**src/rtl/voice_allocator_pkg.sv**
```systemverilog
// -----------------------------------------------------------------------------
// keyboard_pkg
// Shared types for the keyboard synth voice allocator: note index type, the
// per-voice state record and the allocator FSM state encoding.
// No ports (package).
// -----------------------------------------------------------------------------
package keyboard_pkg;

    localparam int NOTE_W    = 7;
    // Storage width of the age field; the allocator saturates at 2^AGE_W-1,
    // so AGE_W may be anything up to this width.
    localparam int AGE_MAX_W = 16;

    typedef logic [NOTE_W-1:0]    note_t;
    typedef logic [AGE_MAX_W-1:0] age_t;

    typedef struct packed {
        logic  active;
        logic  sustained;
        note_t note;
        age_t  age;
    } voice_t;

    typedef enum logic [1:0] {
        IDLE,
        SCAN,
        COMMIT,
        FLUSH
    } alloc_state_t;

endpackage

```
**src/rtl/voice_allocator_if.sv**
```systemverilog
// -----------------------------------------------------------------------------
// voice_allocator_if
// Note event handshake between the key/switch event source (master) and the
// voice allocator (slave).
//   ev_valid_in   master -> slave  event valid
//   ev_ready_out  slave  -> master allocator can accept an event
//   ev_on_in      master -> slave  1 = note-on, 0 = note-off
//   ev_note_in    master -> slave  note index 0..127
// -----------------------------------------------------------------------------
interface voice_allocator_if
    import keyboard_pkg::*;
();
    logic  ev_valid_in;
    logic  ev_ready_out;
    logic  ev_on_in;
    note_t ev_note_in;

    modport master (
        output ev_valid_in,
        output ev_on_in,
        output ev_note_in,
        input  ev_ready_out
    );

    modport slave (
        input  ev_valid_in,
        input  ev_on_in,
        input  ev_note_in,
        output ev_ready_out
    );
endinterface

```
**src/rtl/voice_scan.sv**
```systemverilog
// -----------------------------------------------------------------------------
// voice_scan
// Walks the voice slots one per cycle and keeps running results:
//   match  - first active voice holding the event note
//   free   - first inactive voice
//   oldest - active voice with the largest age, ties to the lowest index
// Ports:
//   clk_in, rst_in       clock, async active-low reset
//   start                clears the running results (new event accepted)
//   step                 examine the voice presented on idx/active/note/age
//   ev_note              note being searched for
//   match_found/idx, free_found/idx, oldest_idx   scan results
// -----------------------------------------------------------------------------
module voice_scan
    import keyboard_pkg::*;
#(
    parameter  int NUM_VOICES = 4,
    localparam int IDX_W      = (NUM_VOICES > 1) ? $clog2(NUM_VOICES) : 1
) (
    input  logic             clk_in,
    input  logic             rst_in,
    input  logic             start,
    input  logic             step,
    input  logic [IDX_W-1:0] idx,
    input  logic             active,
    input  note_t            note,
    input  age_t             age,
    input  note_t            ev_note,
    output logic             match_found,
    output logic [IDX_W-1:0] match_idx,
    output logic             free_found,
    output logic [IDX_W-1:0] free_idx,
    output logic [IDX_W-1:0] oldest_idx
);
    logic oldest_found;
    age_t best_age;

    // Strict greater-than on age keeps the earliest (lowest index) voice on ties.
    always_ff @(posedge clk_in or negedge rst_in) begin
        if (!rst_in) begin
            match_found  <= 1'b0;
            match_idx    <= '0;
            free_found   <= 1'b0;
            free_idx     <= '0;
            oldest_found <= 1'b0;
            oldest_idx   <= '0;
            best_age     <= '0;
        end else if (start) begin
            match_found  <= 1'b0;
            match_idx    <= '0;
            free_found   <= 1'b0;
            free_idx     <= '0;
            oldest_found <= 1'b0;
            oldest_idx   <= '0;
            best_age     <= '0;
        end else if (step) begin
            if (active && (note == ev_note) && !match_found) begin
                match_found <= 1'b1;
                match_idx   <= idx;
            end
            if (!active && !free_found) begin
                free_found <= 1'b1;
                free_idx   <= idx;
            end
            if (active && (!oldest_found || (age > best_age))) begin
                oldest_found <= 1'b1;
                oldest_idx   <= idx;
                best_age     <= age;
            end
        end
    end
endmodule

```
**src/rtl/voice_allocator.sv**
```systemverilog
// -----------------------------------------------------------------------------
// voice_allocator
// Polyphonic voice scheduler: assigns note-on events to NUM_VOICES voice
// slots, retriggers held notes, steals the oldest voice when all are busy,
// and frees voices on note-off.
// Ports:
//   clk_in            system clock
//   rst_in            asynchronous active-low reset
//   ev                event handshake (voice_allocator_if.slave)
//   sustain_in        sustain pedal (only with VOICE_SUSTAIN_EN)
//   voice_active_out  per-voice gate
//   voice_note_out    per-voice note, voice i at [7i+6:7i]
//   voice_retrig_out  1-cycle pulse per (re)started voice
//   voice_steal_out   1-cycle pulse when a note-on stole an active voice
// Build option: define VOICE_SUSTAIN_EN to enable sustain pedal handling.
// -----------------------------------------------------------------------------
module voice_allocator
    import keyboard_pkg::*;
#(
    parameter int NUM_VOICES = 4,
    parameter int AGE_W      = 4
) (
    input  logic                         clk_in,
    input  logic                         rst_in,
    voice_allocator_if.slave             ev,
    input  logic                         sustain_in,
    output logic [NUM_VOICES-1:0]        voice_active_out,
    output logic [NUM_VOICES*NOTE_W-1:0] voice_note_out,
    output logic [NUM_VOICES-1:0]        voice_retrig_out,
    output logic                         voice_steal_out
);
    localparam int               IDX_W    = (NUM_VOICES > 1) ? $clog2(NUM_VOICES) : 1;
    localparam logic [IDX_W-1:0] LAST_IDX = IDX_W'(NUM_VOICES - 1);
    localparam age_t             AGE_MAX  = age_t'((1 << AGE_W) - 1);

    alloc_state_t          state, next_state;
    voice_t                voices [NUM_VOICES];
    logic [IDX_W-1:0]      scan_idx, match_idx, free_idx, oldest_idx, target;
    logic                  match_found, free_found;
    logic                  ev_on_q;
    note_t                 ev_note_q;
    logic                  ready, scan_start, scan_step, flush_req;
    logic [NUM_VOICES-1:0] retrig_q;
    logic                  steal_q;

    voice_scan #(.NUM_VOICES(NUM_VOICES)) u_scan (
        .clk_in      (clk_in),
        .rst_in      (rst_in),
        .start       (scan_start),
        .step        (scan_step),
        .idx         (scan_idx),
        .active      (voices[scan_idx].active),
        .note        (voices[scan_idx].note),
        .age         (voices[scan_idx].age),
        .ev_note     (ev_note_q),
        .match_found (match_found),
        .match_idx   (match_idx),
        .free_found  (free_found),
        .free_idx    (free_idx),
        .oldest_idx  (oldest_idx)
    );

    // A held note is reused first, then a free slot, otherwise the oldest voice.
    assign target = match_found ? match_idx : (free_found ? free_idx : oldest_idx);

`ifdef VOICE_SUSTAIN_EN
    logic sustain_d, flush_pending, ev_sustain_q, sustain_fall;

    assign sustain_fall = sustain_d & ~sustain_in;
    assign flush_req    = sustain_fall | flush_pending;

    // A pedal release seen while an event is in flight is remembered until the
    // FSM can spend a cycle in FLUSH.
    always_ff @(posedge clk_in or negedge rst_in) begin
        if (!rst_in) begin
            sustain_d     <= 1'b0;
            flush_pending <= 1'b0;
            ev_sustain_q  <= 1'b0;
        end else begin
            sustain_d     <= sustain_in;
            flush_pending <= flush_req & (next_state != FLUSH);
            if (scan_start) begin
                ev_sustain_q <= sustain_in;
            end
        end
    end
`else
    logic                  unused_sustain_in;
    logic [NUM_VOICES-1:0] unused_sustained;

    assign flush_req         = 1'b0;
    assign unused_sustain_in = sustain_in;

    always_comb begin
        unused_sustained = '0;
        for (int i = 0; i < NUM_VOICES; i++) begin
            unused_sustained[i] = voices[i].sustained;
        end
    end
`endif

    // Event acceptance wins over a flush in IDLE; a flush requested meanwhile is
    // taken straight after COMMIT so back-to-back events cannot starve it.
    always_comb begin
        next_state = state;
        ready      = 1'b0;
        scan_start = 1'b0;
        scan_step  = 1'b0;
        case (state)
            IDLE: begin
                ready = 1'b1;
                if (ev.ev_valid_in) begin
                    next_state = SCAN;
                    scan_start = 1'b1;
                end else if (flush_req) begin
                    next_state = FLUSH;
                end
            end
            SCAN: begin
                scan_step = 1'b1;
                if (scan_idx == LAST_IDX) begin
                    next_state = COMMIT;
                end
            end
            COMMIT:  next_state = flush_req ? FLUSH : IDLE;
            FLUSH:   next_state = IDLE;
            default: next_state = IDLE;
        endcase
    end

    // State register, event latch, scan pointer and voice register updates.
    always_ff @(posedge clk_in or negedge rst_in) begin
        if (!rst_in) begin
            state     <= IDLE;
            scan_idx  <= '0;
            ev_on_q   <= 1'b0;
            ev_note_q <= '0;
            retrig_q  <= '0;
            steal_q   <= 1'b0;
            for (int i = 0; i < NUM_VOICES; i++) begin
                voices[i] <= '0;
            end
        end else begin
            state    <= next_state;
            retrig_q <= '0;
            steal_q  <= 1'b0;
            if (scan_start) begin
                scan_idx  <= '0;
                ev_on_q   <= ev.ev_on_in;
                ev_note_q <= ev.ev_note_in;
            end else if (scan_step) begin
                scan_idx <= scan_idx + 1'b1;
            end

            if (state == COMMIT) begin
                if (ev_on_q) begin
                    for (int i = 0; i < NUM_VOICES; i++) begin
                        if (voices[i].active && (IDX_W'(i) != target)) begin
                            voices[i].age <= (voices[i].age >= AGE_MAX) ? AGE_MAX
                                                                        : voices[i].age + 1'b1;
                        end
                    end
                    voices[target].active    <= 1'b1;
                    voices[target].sustained <= 1'b0;
                    voices[target].note      <= ev_note_q;
                    voices[target].age       <= '0;
                    retrig_q <= {{(NUM_VOICES-1){1'b0}}, 1'b1} << target;
                    steal_q  <= ~match_found & ~free_found;
                end else if (match_found) begin
`ifdef VOICE_SUSTAIN_EN
                    if (ev_sustain_q) begin
                        voices[match_idx].sustained <= 1'b1;
                    end else begin
                        voices[match_idx].active <= 1'b0;
                    end
`else
                    voices[match_idx].active <= 1'b0;
`endif
                end
            end

`ifdef VOICE_SUSTAIN_EN
            if (state == FLUSH) begin
                for (int i = 0; i < NUM_VOICES; i++) begin
                    if (voices[i].sustained) begin
                        voices[i].active    <= 1'b0;
                        voices[i].sustained <= 1'b0;
                    end
                end
            end
`endif
        end
    end

    // Flatten the voice array onto the output buses.
    always_comb begin
        voice_active_out = '0;
        voice_note_out   = '0;
        for (int i = 0; i < NUM_VOICES; i++) begin
            voice_active_out[i]              = voices[i].active;
            voice_note_out[NOTE_W*i +: NOTE_W] = voices[i].note;
        end
    end

    assign ev.ev_ready_out   = ready;
    assign voice_retrig_out  = retrig_q;
    assign voice_steal_out   = steal_q;
endmodule

```
**src/flat_wrapper.sv**
```systemverilog
// flat-port wrapper written by rule: the top's interface ports become plain ports
module voice_allocator_flat import keyboard_pkg::*;
#(
    parameter int NUM_VOICES = 4,
    parameter int AGE_W      = 4
)
  (clk_in, rst_in, sustain_in, voice_active_out, voice_note_out, voice_retrig_out, voice_steal_out, ev_ev_valid_in, ev_ev_on_in, ev_ev_note_in, ev_ev_ready_out);
  voice_allocator_if ev_i ();
  input  logic clk_in;
  input  logic rst_in;
  input  logic sustain_in;
  output logic [NUM_VOICES-1:0] voice_active_out;
  output logic [NUM_VOICES*NOTE_W-1:0] voice_note_out;
  output logic [NUM_VOICES-1:0] voice_retrig_out;
  output logic voice_steal_out;
  input wire logic [$bits(ev_i.ev_valid_in)-1:0] ev_ev_valid_in;
  input wire logic [$bits(ev_i.ev_on_in)-1:0] ev_ev_on_in;
  input wire logic [$bits(ev_i.ev_note_in)-1:0] ev_ev_note_in;
  output wire logic [$bits(ev_i.ev_ready_out)-1:0] ev_ev_ready_out;
  assign ev_i.ev_valid_in = ev_ev_valid_in;
  assign ev_i.ev_on_in = ev_ev_on_in;
  assign ev_i.ev_note_in = ev_ev_note_in;
  assign ev_ev_ready_out = ev_i.ev_ready_out;
  voice_allocator #(.NUM_VOICES(NUM_VOICES), .AGE_W(AGE_W)) u_core (.clk_in(clk_in), .rst_in(rst_in), .ev(ev_i), .sustain_in(sustain_in), .voice_active_out(voice_active_out), .voice_note_out(voice_note_out), .voice_retrig_out(voice_retrig_out), .voice_steal_out(voice_steal_out));
endmodule
```
**config.mk**
```make
export PLATFORM = sky130hd
export DESIGN_NAME = voice_allocator_flat
export DESIGN_NICKNAME = d
export VERILOG_FILES = /design/src/rtl/voice_allocator_pkg.sv /design/src/rtl/voice_allocator_if.sv /design/src/rtl/voice_scan.sv /design/src/rtl/voice_allocator.sv /design/src/flat_wrapper.sv
export SDC_FILE = /design/constraint.sdc
export NUM_CORES = 1
export LEC_CHECK = 0
export BUFFER_PORTS_ARGS = -buffer_cell sky130_fd_sc_hd__buf_2
export CORE_MARGIN = 4
export CORE_UTILIZATION = 45
export DETAILED_ROUTE_END_ITERATION = 6
export PLACE_DENSITY_LB_ADDON = 0.08
export SYNTH_ARGS = -nofsm -noshare
export SYNTH_HDL_FRONTEND = slang
export SYNTH_SLANG_ARGS = --single-unit
export TNS_END_PERCENT = 5
```
**constraint.sdc**
```tcl
create_clock -name clk_in -period 3.8 [get_ports clk_in]
set_clock_uncertainty 0.05 [all_clocks]
set_input_delay 0.57 -clock clk_in [delete_from_list [all_inputs] [get_ports clk_in]]
set_output_delay 0.57 -clock clk_in [all_outputs]
set_load 0.05 [all_outputs]
```
==> flow_summary.yaml <==
run_status:
  status: "finished clean"
cts:
  holdBufCountCts: 0
  cts_resized: 0
  clock-sinks: 138
  cts_tree: "done"
  htree_levels: 4
  cts_buffer_depth: 2
  cts_buffers: 17
  clk_pin_slew_ns: 0.06
  clk_latency_ns: 0.42
  cts_root_buffer: "clkbuf_16"
  post_cts_buffers: 0
floorplanning:
  io_pins: 50
  core_area_um2: 16000
  start_util: 0.462
  dieArea_um2: 18600
  die_w_um: 136
  die_h_um: 136
  row_count: 46
synth:
  synth-edff-count: 0
  netlist_area_um2: 7400
  syn_area_per_cell_um2: 10.5
  ys_ff_latch: 138
  ys_warn_count: 0
  syn_nets: 736
  synth_flop_cell: "dfrtp_1"
  async_flop_share: 1.00
  seq_area_frac_synth: 0.467
  syn_inst: 703
  synth.distinct_cells: 61
power_and_ir_drop:
  power_frac_clock: 0.315
  leakage_nw: 3.83
  p_per_area_nw_per_um2: 627
  total_power_mw: 5.15
  internal_power_mw: 3.17
  combinationalPowerShare: 0.311
  power.share.sequential: 0.374
  switching_share: 0.385
  switching_power_mw: 1.98
  ir_worst_vdd_v: 0.000558
route:
  drt_wl_total_mm: 18.2
  firstDrtPassIters: 5
  avgViaCountPerCell: 5.75
  wl_per_cell_um: 19.2
  antenna_left: 0
  via_count: 5470
  drc: 0
  first_iter_violations: 432
cells_and_area:
  final_cell_mix: "dfrtp_1 (138), nand2_1 (62), nor2_1 (61)"
  drive_gt1_frac: 0.215
  final_common_cell: "dfrtp_1"
  post-route-cell-area_um2: 8210
  fillerInstances: 1509
  nets: 755
  regArea_um2: 3450
  synthToLayoutAreaGrowth_pct: 11.0
  multi_input_area_um2: 3440
  n_antenna_cell: 0
placement:
  post-place-ws_ns: 0.462
  globalplace.congestion: 0.920
  placement.cell_area_um2: 7630
  dp_hpwl_mm: 13.0
  placement.io_buffers: 48
critical_path:
  cp-end-kind: "register"
  rr_worst_depth: 10
  critPathArrivalTime_ns: 3.73
  required_ns: 4.09
  cp_max_fo: 30
  start_kind: "register"
  critPathKind: "reg2reg"
global_route:
  grt_max_degree: 96
  grt_pass1_wl_mm: 29.5
  track_usage: 0.208
  grt_overflow_total: 0
  grt_pass1_vias: 5368
  antenna_found_initial: 0
sta:
  worstMarginPinSlew_ns: 0.885
  fin_crit_ns: 3.44
  fmax_ghz: 0.291
  setup_viol: 0
  setup_tns_ns: 0
  hold_viol: 0
  setup_ws_ns: 0.362
  drv_slew: 0
  period_share: 0.905
  max_slew_margin: 0.410
  grt_setup_unrepaired: "no"
worst_hold_path:
  worstHoldPathType: "in2async"
job:
  cap_violations: 0
==> stage by stage <==
step                utilization  hold WS, ns  std cells
floorplan                     -        0.224        703
global placement          0.477        0.463        919
detailed placement        0.477        0.470        919
CTS                       0.513        0.243        951
global route              0.513        0.254        951
finish                    0.513        0.208        951
==> flip-flops by register name, indices dropped and copies added, names as in the netlist <==
signal                      flops
u_core.voice_active_out         4
u_core.state                    2
u_core.voice_note_out          28
u_core.u_scan.match_idx         2
u_core.ev_note_q                7
u_core.voice_retrig_out         4
u_core.u_scan.oldest_idx        2
u_core.u_scan.match_found       1
u_core.voices                  64
u_core.scan_idx                 2
u_core.voice_steal_out          1
u_core.u_scan.oldest_found      1
u_core.ev_on_q                  1
u_core.u_scan.free_found        1
u_core.u_scan.free_idx          2
u_core.u_scan.best_age         16
==> path summary, 6_finish.rpt <==
path / from / endpoint / slack (ns)
worst max-delay path: u_core.scan_idx[0] / u_core.u_scan.best_age[0] / 0.36
worst min-delay path: rst_in / u_core.u_scan.best_age[11] / 0.21
worst max register to register: u_core.scan_idx[0] / u_core.u_scan.best_age[0] / 0.36
worst min register to register: u_core.voice_note_out[9] / u_core.voice_note_out[9] / 0.48
max in group asynchronous: rst_in / u_core.voices[50] / 2.63
min in group clk_in: ev_ev_note_in[3] / u_core.ev_note_q[3] / 0.28
==> area by class of cell <==
| type | count | area share |
|---|---|---|
| clock inverter | 14 | 0.0180 |
| clock buffer | 18 | 0.0523 |
| inverter | 29 | 0.0133 |
| multi-input combinational | 475 | 0.420 |
| timing repair buffer | 61 | 0.0434 |
| tap | 216 | 0.0329 |
| sequential | 138 | 0.421 |
==> synth_stat cells (8+ instances only) <==
cell	count	area, um2
buf_4	32	240
clkbuf_1	12	45.0
nand4_1	9	56.3
dfrtp_1	138	3450
ha_1	21	263
inv_1	29	109
mux2_2	29	327
o31ai_1	12	90.1
and2_1	15	93.8
nand2_1	62	233
and3_1	10	62.6
o21ai_0	17	85.1
nor3_1	11	55.1
buf_2	8	40.0
a31oi_1	13	81.3
o21a_1	19	143
mux2i_1	17	170
mux4_2	19	428
nor4_1	17	106
nor2_1	62	233
a21oi_1	32	160
nor2b_1	10	62.6
xnor2_1	8	70.1
nand3_1	30	150
==> critical path: stages (launching register included) <==
cell       delay [ns]
dfrtp_1          0.40
buf_12           0.23
mux4_2           0.60
ha_1             0.33
nand4_1          0.13
nor4_1           0.49
o21ai_0          0.26
o2111ai_2        0.16
and2_1           0.22
buf_4            0.26
mux2i_1          0.20
==> metal layers <==
metal  part of all wire  global-route usage
met1               0.49               0.321
met2               0.45               0.298
met3              0.049              0.0489
met4             0.0082              0.0454
met5                  0                   0
==> power groups by stage <==
stage	sequential, mW	combinational [mW]	clock, mW
finish	1.93	1.60	1.62
global route	1.96	1.73	1.72
CTS	1.92	1.61	1.65
detailed placement	1.95	1.60	0
global placement	1.93	1.59	0
floorplan	1.80	1.46	0
==> kinds of logic (layout without fill, tap and decap cells) <==
logic type / after synthesis / after routing / share of synthesized area
compound gates: 136 / 136 / 0.130
xor+xnor: 10 / 10 / 0.0118
fa+ha+maj: 21 / 21 / 0.0355
buf+inv: 90 / 122 / 0.0685
flops: 138 / 138 / 0.467
mux: 65 / 65 / 0.125
simple gates: 243 / 243 / 0.163
Note: power is estimated with default switching activity, not from simulation.
